### config.mk
export PLATFORM = sky130hd
export DESIGN_NAME = fifo_rd_port
export DESIGN_NICKNAME = d
export VERILOG_FILES = /design/src/rtl/fifo_pkg.sv /design/src/rtl/fifo_skid_buf.sv /design/src/rtl/fifo_rd_port.sv
export SDC_FILE = /design/constraint.sdc
export NUM_CORES = 1
export LEC_CHECK = 0
export BUFFER_PORTS_ARGS = -buffer_cell sky130_fd_sc_hd__buf_2
export CAP_MARGIN = 10
export CORE_MARGIN = 4
export CORE_UTILIZATION = 45
export DETAILED_ROUTE_END_ITERATION = 7
export PLACE_DENSITY = 0.84
export SLEW_MARGIN = 20
export SYNTH_ARGS = -nofsm -noshare
export SYNTH_HDL_FRONTEND = slang
export SYNTH_SLANG_ARGS = --single-unit
### constraint.sdc
create_clock -name clk -period 1.7 [get_ports clk]
set_input_delay 0.17 -clock clk [delete_from_list [all_inputs] [get_ports clk]]
set_output_delay 0.17 -clock clk [all_outputs]
set_load 0.05 [all_outputs]
### src/rtl/fifo_pkg.sv
// Shared constants, pointer type and helpers for the
// pointer-based FIFO read and write controllers.
package fifo_pkg;

  localparam int ADDR_W = 3;
  localparam int PTR_W  = ADDR_W + 1;
  localparam int DEPTH  = 1 << ADDR_W;

  typedef logic [PTR_W-1:0] ptr_t;

  // Occupancy between two extended pointers, modulo 2**PTR_W.
  function automatic ptr_t ptr_dist(
    input ptr_t a,
    input ptr_t b
  );
    return a - b;
  endfunction

  function automatic logic ptr_empty(
    input ptr_t a,
    input ptr_t b
  );
    return a == b;
  endfunction

endpackage

### src/rtl/fifo_skid_buf.sv
// Two-entry in-order output buffer (head + skid) with
// occupancy count; head drives the output word.
module fifo_skid_buf #(
  parameter int DATA_W = 8
) (
  input  logic              clk,
  input  logic              rst,
  input  logic              in_valid,
  input  logic [DATA_W-1:0] in_data,
  output logic              out_valid,
  input  logic              out_ready,
  output logic [DATA_W-1:0] out_data,
  output logic [1:0]        occ
);

  logic [DATA_W-1:0] head;
  logic [DATA_W-1:0] skid;
  logic              pop;
  logic              push;

  assign pop       = out_valid & out_ready;
  assign push      = in_valid;
  assign out_valid = (occ != 2'd0);
  assign out_data  = head;

  // Upstream never pushes into a full buffer without a pop.
  always_ff @(posedge clk) begin
    if (rst) begin
      occ  <= 2'd0;
      head <= '0;
      skid <= '0;
    end else if (pop && occ == 2'd2) begin
      head <= skid;
      if (push)
        skid <= in_data;
      else
        occ <= 2'd1;
    end else if (pop) begin
      if (push)
        head <= in_data;
      else
        occ <= 2'd0;
    end else if (push && occ == 2'd0) begin
      head <= in_data;
      occ  <= 2'd1;
    end else if (push) begin
      skid <= in_data;
      occ  <= 2'd2;
    end
  end

endmodule

### src/rtl/fifo_rd_port.sv
// FIFO read-side controller: owns rd_ptr, issues RAM reads
// and presents a first-word-fall-through stream.
module fifo_rd_port #(
  parameter  int DATA_W = 8,
  parameter  int ADDR_W = 3,
  localparam int PTR_W  = ADDR_W + 1
) (
  input  logic              clk,
  input  logic              rst,
  input  logic [PTR_W-1:0]  wr_ptr,
  output logic [PTR_W-1:0]  rd_ptr,
  output logic              mem_ren,
  output logic [ADDR_W-1:0] mem_raddr,
  input  logic [DATA_W-1:0] mem_rdata,
  output logic              m_valid,
  input  logic              m_ready,
  output logic [DATA_W-1:0] m_data,
  output logic              empty,
  output logic              ptr_err
);

  import fifo_pkg::*;

  localparam int DEPTH = 1 << ADDR_W;

  logic       ram_empty;
  logic       pop;
  logic       inflight;
  logic [1:0] occ;
  logic [1:0] cnt;

  assign ram_empty = ptr_empty(wr_ptr, rd_ptr);
  assign pop       = m_valid & m_ready;
  assign cnt       = occ + {1'b0, inflight};
  assign mem_raddr = rd_ptr[ADDR_W-1:0];
  assign empty     = ram_empty & (cnt == 2'd0);

  // Never more than two words outstanding past the RAM.
  assign mem_ren = !ram_empty & ((cnt < 2'd2) | pop);

  always_ff @(posedge clk) begin
    if (rst) begin
      rd_ptr   <= '0;
      inflight <= 1'b0;
      ptr_err  <= 1'b0;
    end else begin
      if (mem_ren)
        rd_ptr <= rd_ptr + PTR_W'(1);
      inflight <= mem_ren;
      if (ptr_dist(wr_ptr, rd_ptr) > PTR_W'(DEPTH))
        ptr_err <= 1'b1;
    end
  end

  fifo_skid_buf #(
    .DATA_W (DATA_W)
  ) u_buf (
    .clk       (clk),
    .rst       (rst),
    .in_valid  (inflight),
    .in_data   (mem_rdata),
    .out_valid (m_valid),
    .out_ready (m_ready),
    .out_data  (m_data),
    .occ       (occ)
  );

endmodule
# Yosys cells after proc, flatten, opt, wreduce, memory -nomap -nowiden
# Cells that the tools add are included.
# Widths: inputs -> output; s select.
dict set report classes {
  n_addsub 3
  order_cmp 2
  eq_ne 7
  muxes 14
  n_bitwise 4
  n_reduce_logical 11
}
# cell n
set ops {}
lappend ops {{$mux 8} 8}
lappend ops {{$mux 2} 6}
lappend ops {{$add 4x1->4 const B} 1}
lappend ops {{$eq 4x4->1} 1}
lappend ops {{$gt 4x4->1 const B} 1}
lappend ops {{$logic_not 2->1} 2}
lappend ops {{$ne 2x1->1 const B} 2}
lappend ops {{$ne 2x2->1 const B} 2}
lappend ops {{$reduce_and 2->1} 2}
lappend ops {{$reduce_bool 4->1} 1}
lappend ops {{$sub 4x4->4} 1}
lappend ops {{$and 1x1->1} 3}
lappend ops {{$ne 3x1->1 const B} 1}
lappend ops {{$reduce_and 3->1} 1}
lappend ops {{$reduce_bool 3->1} 1}
lappend ops {{$add 2x1->2} 1}
lappend ops {{$eq 2x2->1 const B} 1}
lappend ops {{$logic_and 1x1->1} 2}
lappend ops {{$lt 2x2->1 const B} 1}
lappend ops {{$reduce_bool 2->1} 1}
lappend ops {{$logic_not 1->1} 1}
lappend ops {{$or 1x1->1} 1}
dict set report totals {
  ff_bits 24
  out_inout_bits 19
  elab_cells 47
}

# Logic depth before layout (Yosys ltp)
dict set report logic_depth {
  depth_word 5
  mapped_depth 7
  mapped_depth_nobuf 7
}

# By module
# A second synthesis with hierarchy kept.
dict set report hier_totals {
  cells_unflattened 139
  area_unflattened_um2 1337.5
}
# mod n_inst cells_per_inst area_each_um2 seq_area_each_um2
set modules_own_cells {}
lappend modules_own_cells {fifo_skid_buf 1 91 912.1 360.3}
lappend modules_own_cells {fifo_rd_port 1 48 425.4 120.1}

# Least setup slack after synthesis
# No wires, ideal clock.
dict set report synth_timing {
  path_kind {register to output}
  from {register rd_ptr[1]}
  to {output empty}
  t_arrival_ps 3021
  required_ps 1530
  setup_slack_ps -1491
  stages_incl_launch_ff 6
  n_path_buf 0
  path_cell_list {dfxtp_1 -> inv_1 -> ha_1 -> nand3_1 -> or2_1 -> nor4_1}
}
dict set report synth_via {
  elab_chain_cells 2
}
# element line_no
set synth_lines {}
lappend synth_lines {{start: declaration} fifo_rd_port.sv:11} ;# output logic [PTR_W-1:0] rd_ptr,
lappend synth_lines {{start signal: assignment} fifo_rd_port.sv:48} ;# rd_ptr <= rd_ptr + PTR_W'(1);
lappend synth_lines {{$eq 4x4->1} fifo_pkg.sv:23} ;# return a == b;
lappend synth_lines {{$and 1x1->1} fifo_rd_port.sv:36} ;# assign empty = ram_empty & (cnt == 2'd0);
lappend synth_lines {{end: declaration} fifo_rd_port.sv:18} ;# output logic empty,
# Every way passes these cells.

# Worst setup path in the final report
# Ends and elaborated chain as after synthesis.

==> flow_summary.yaml <==
synthesis:
  synth_top_area_frac: 0.4000
  synthArstFlopShare: 0
  synth_top_cell_by_area: "dfxtp_1"
  synthFlopType: "dfxtp_1"
  synth_seq_area_share: 0.4000
  netlist_top_cells_count: "dfxtp_1 (24), nor2_1 (19), mux2i_1 (18)"
  synth_nets: 152
  synth_area_leaders: "dfxtp_1 (40%), mux2i_1 (15%), nor2_1 (5.9%)"
  avgSynthCellArea_um2: 9.169
  yosysMostFrequentCell: "dfxtp_1"
  synth_edf_count: 0
  synthDistinctLibCells: 31
  synth-seq-cells: 24
  syn_area_um2: 1201
  synth_warnings: 0
  synth_cells: 131
layout:
  fill_cells: 216
  fin_nets: 194
  fin_cells: 202
  area_delta_synth_final_pct: 36.46
  multi_input_area_um2: 757.0
  postLayoutCoreUtil: 0.6498
  n_antenna_cell: 0
  final_layout_size_suffix_gt1_frac: 0.4186
  seq_area_um2: 496.7
  final_area_um2: 1639
clock_network:
  cts_root_buf: "clkbuf_4"
  cts_sinks: 24
  cts_made_buffers: 3
  clk_pin_slew_ps: 130
  hold_buffers: 0
  cts_max_level: 1
  clk_latency_ps: 320
  clk_path_buf_depth: 2
  cts_tree: "done"
worst_setup_path:
  worstPathMaxFanout: 2
  critPathArrivalTime_ps: 1730
  cp_cell_sequence: "inv_4, ha_4, nand3_4, or2_4, nor4_4, buf_6"
  end_kind: "output pin"
  crit_start: "rd_ptr[1]$_SDFFE_PP0P_"
  rr_startpoint: "u_buf.occ[0]$_SDFFE_PP0P_"
  required_ps: 1530
  cp_slowest_cell: "dfxtp_4"
  cp_slowest_stage_delay_ps: 380
  start_kind: "flop"
  worstSetupPathType: "flop to output pin"
pwr:
  power_density_nw_per_um2: 1126
  p_leak_nw: 0.7429
  peakVddDrop_mv: 0.8446
sta:
  rsz0062_at_grt: "yes"
  slew_headroom: 0.6994
  hold_violations: 0
  finalSetupViolations: 2
  worst_pin_slew_ps: 450.9
  finalCritPeriodShare: 1.116
  setup_slack_ps: -196.6
  min_period_ps: 1897
  slew_violations: 0
  finClkSkew_ps: 1.881
  fmax_mhz: 527.3
global_route:
  grt_pass1_wl_mm: 4.388
  grt_pass1_vias: 1084
  antenna_found_initial: 0
  overflow: 0
  grt.total_usage: 0.1584
  grt_max_degree: 25
die:
  ios: 34
  die_h_um: 59.67
  initial_core_util: 0.4762
  rows: 18
  coreArea_um2: 2522
  die_w_um: 59.67
  die-area_um2: 3560
detailed_routing:
  drt_wl_total_mm: 2.865
  drc_errors: 0
  dr.pass1.iters: 4
  wl_per_cell_um: 14.18
  postRouteAntennaNets: 0
  drt_iter0_drc: 26
  viasPerCell: 5.470
  num_vias: 1105
placement:
  dpl-instance-area_um2: 1509
  pre_cts_slack_ps: 7.489
  place_inst: 197
  gp_congestion: 0.7998
  dp_hpwl_mm: 2.129
  io_buffers: 33
run_status:
  status: "complete, but fails checks"
  violations: "negative setup slack"
min_path:
  hold_path_startpoint: "mem_rdata[2]"
  hold_class: "primary input to flop"
job:
  cap_violations: 0
[cell usage in the layout (no fill, tap or decap), types with 4 or more instances in the layout]
| master | n |
|---|---|
| a211oi_1 | 9 |
| a21oi_1 | 4 |
| buf_2 | 32 |
| buf_4 | 9 |
| buf_6 | 4 |
| dfxtp_1 | 17 |
| dfxtp_2 | 4 |
| ha_4 | 4 |
| inv_1 | 4 |
| mux2i_1 | 18 |
| nand3_1 | 4 |
| nor2_1 | 17 |
[power by group]
part           leakage [nW]  switching, W  internal [W]
sequential            0.201     0.0000496      0.000638
clock                0.0261      0.000173      0.000180
combinational         0.516      0.000516      0.000288
total                 0.743      0.000739       0.00111
[stage by stage]
stage | power [W] | hold WS, ps | setup TNS, ps
after floorplan | 0.001250 | 242.8 | -248.0
after global placement | 0.001413 | 422.0 | 0
after detailed placement | 0.001442 | 432.0 | 0
after CTS | 0.001797 | 87.37 | -374.6
after global routing | 0.001949 | 106.8 | -494.9
final | 0.001845 | 95.21 | -258.6
[path summary, 6_finish.rpt]
kind                                                    to  slack (ps)  cells past startpoint
worst max-delay path                                 empty        -200                      6
worst min-delay path            u_buf.skid[2]$_SDFFE_PP0P_         100                      3
worst max register to register      rd_ptr[0]$_SDFFE_PP0P_          50                      7
worst min register to register      rd_ptr[3]$_SDFFE_PP0P_         510                      2
[sequential cells by signal (all words and copies together), names as in the netlist]
name / flops
ptr_err: 1
u_buf.out_data: 8
rd_ptr: 4
inflight: 1
u_buf.skid: 8
u_buf.occ: 2
[cell families after synthesis]
kind of cell,after synthesis,share of synthesized area
compound gates,24,0.1323
xor+xnor,2,0.01459
fa+ha+maj,6,0.06875
buf+inv,14,0.05625
flops,24,0.4000
mux,18,0.1500
simple gates,43,0.1781
[critical path, delay by kind of cell (launching register included)]
| family | cells | cell delay (ps) |
|---|---|---|
| simple gates | 3 | 540 |
| buf+inv | 2 | 230 |
| flops | 1 | 380 |
| fa+ha+maj | 1 | 260 |
[routing by layer]
metal	up-vias	global-route usage	share of wire
met5	-	0	0
met3	5	0.04536	0.070
met1	517	0.1731	0.41
met4	0	0.03165	0.0084
li1	547	-	-
met2	36	0.2994	0.51
[cell type report]
cell class | count | area share
clock buffers | 4 | 0.02901
inverters | 6 | 0.01679
well taps | 30 | 0.02290
flip-flops and latches | 24 | 0.3031
multi-input cells | 93 | 0.4618
repair buffers | 45 | 0.1664
[repair_timing]
item	4_1_cts	5_1_grt
endpoints found under the hold margin	0	0
pin swaps	4	5
endpoints found under the setup margin	2	4
cloned	0	0
buffers inserted	0	1
resized for setup	2	16
No activity file was read; power rests on OpenSTA's default activity.
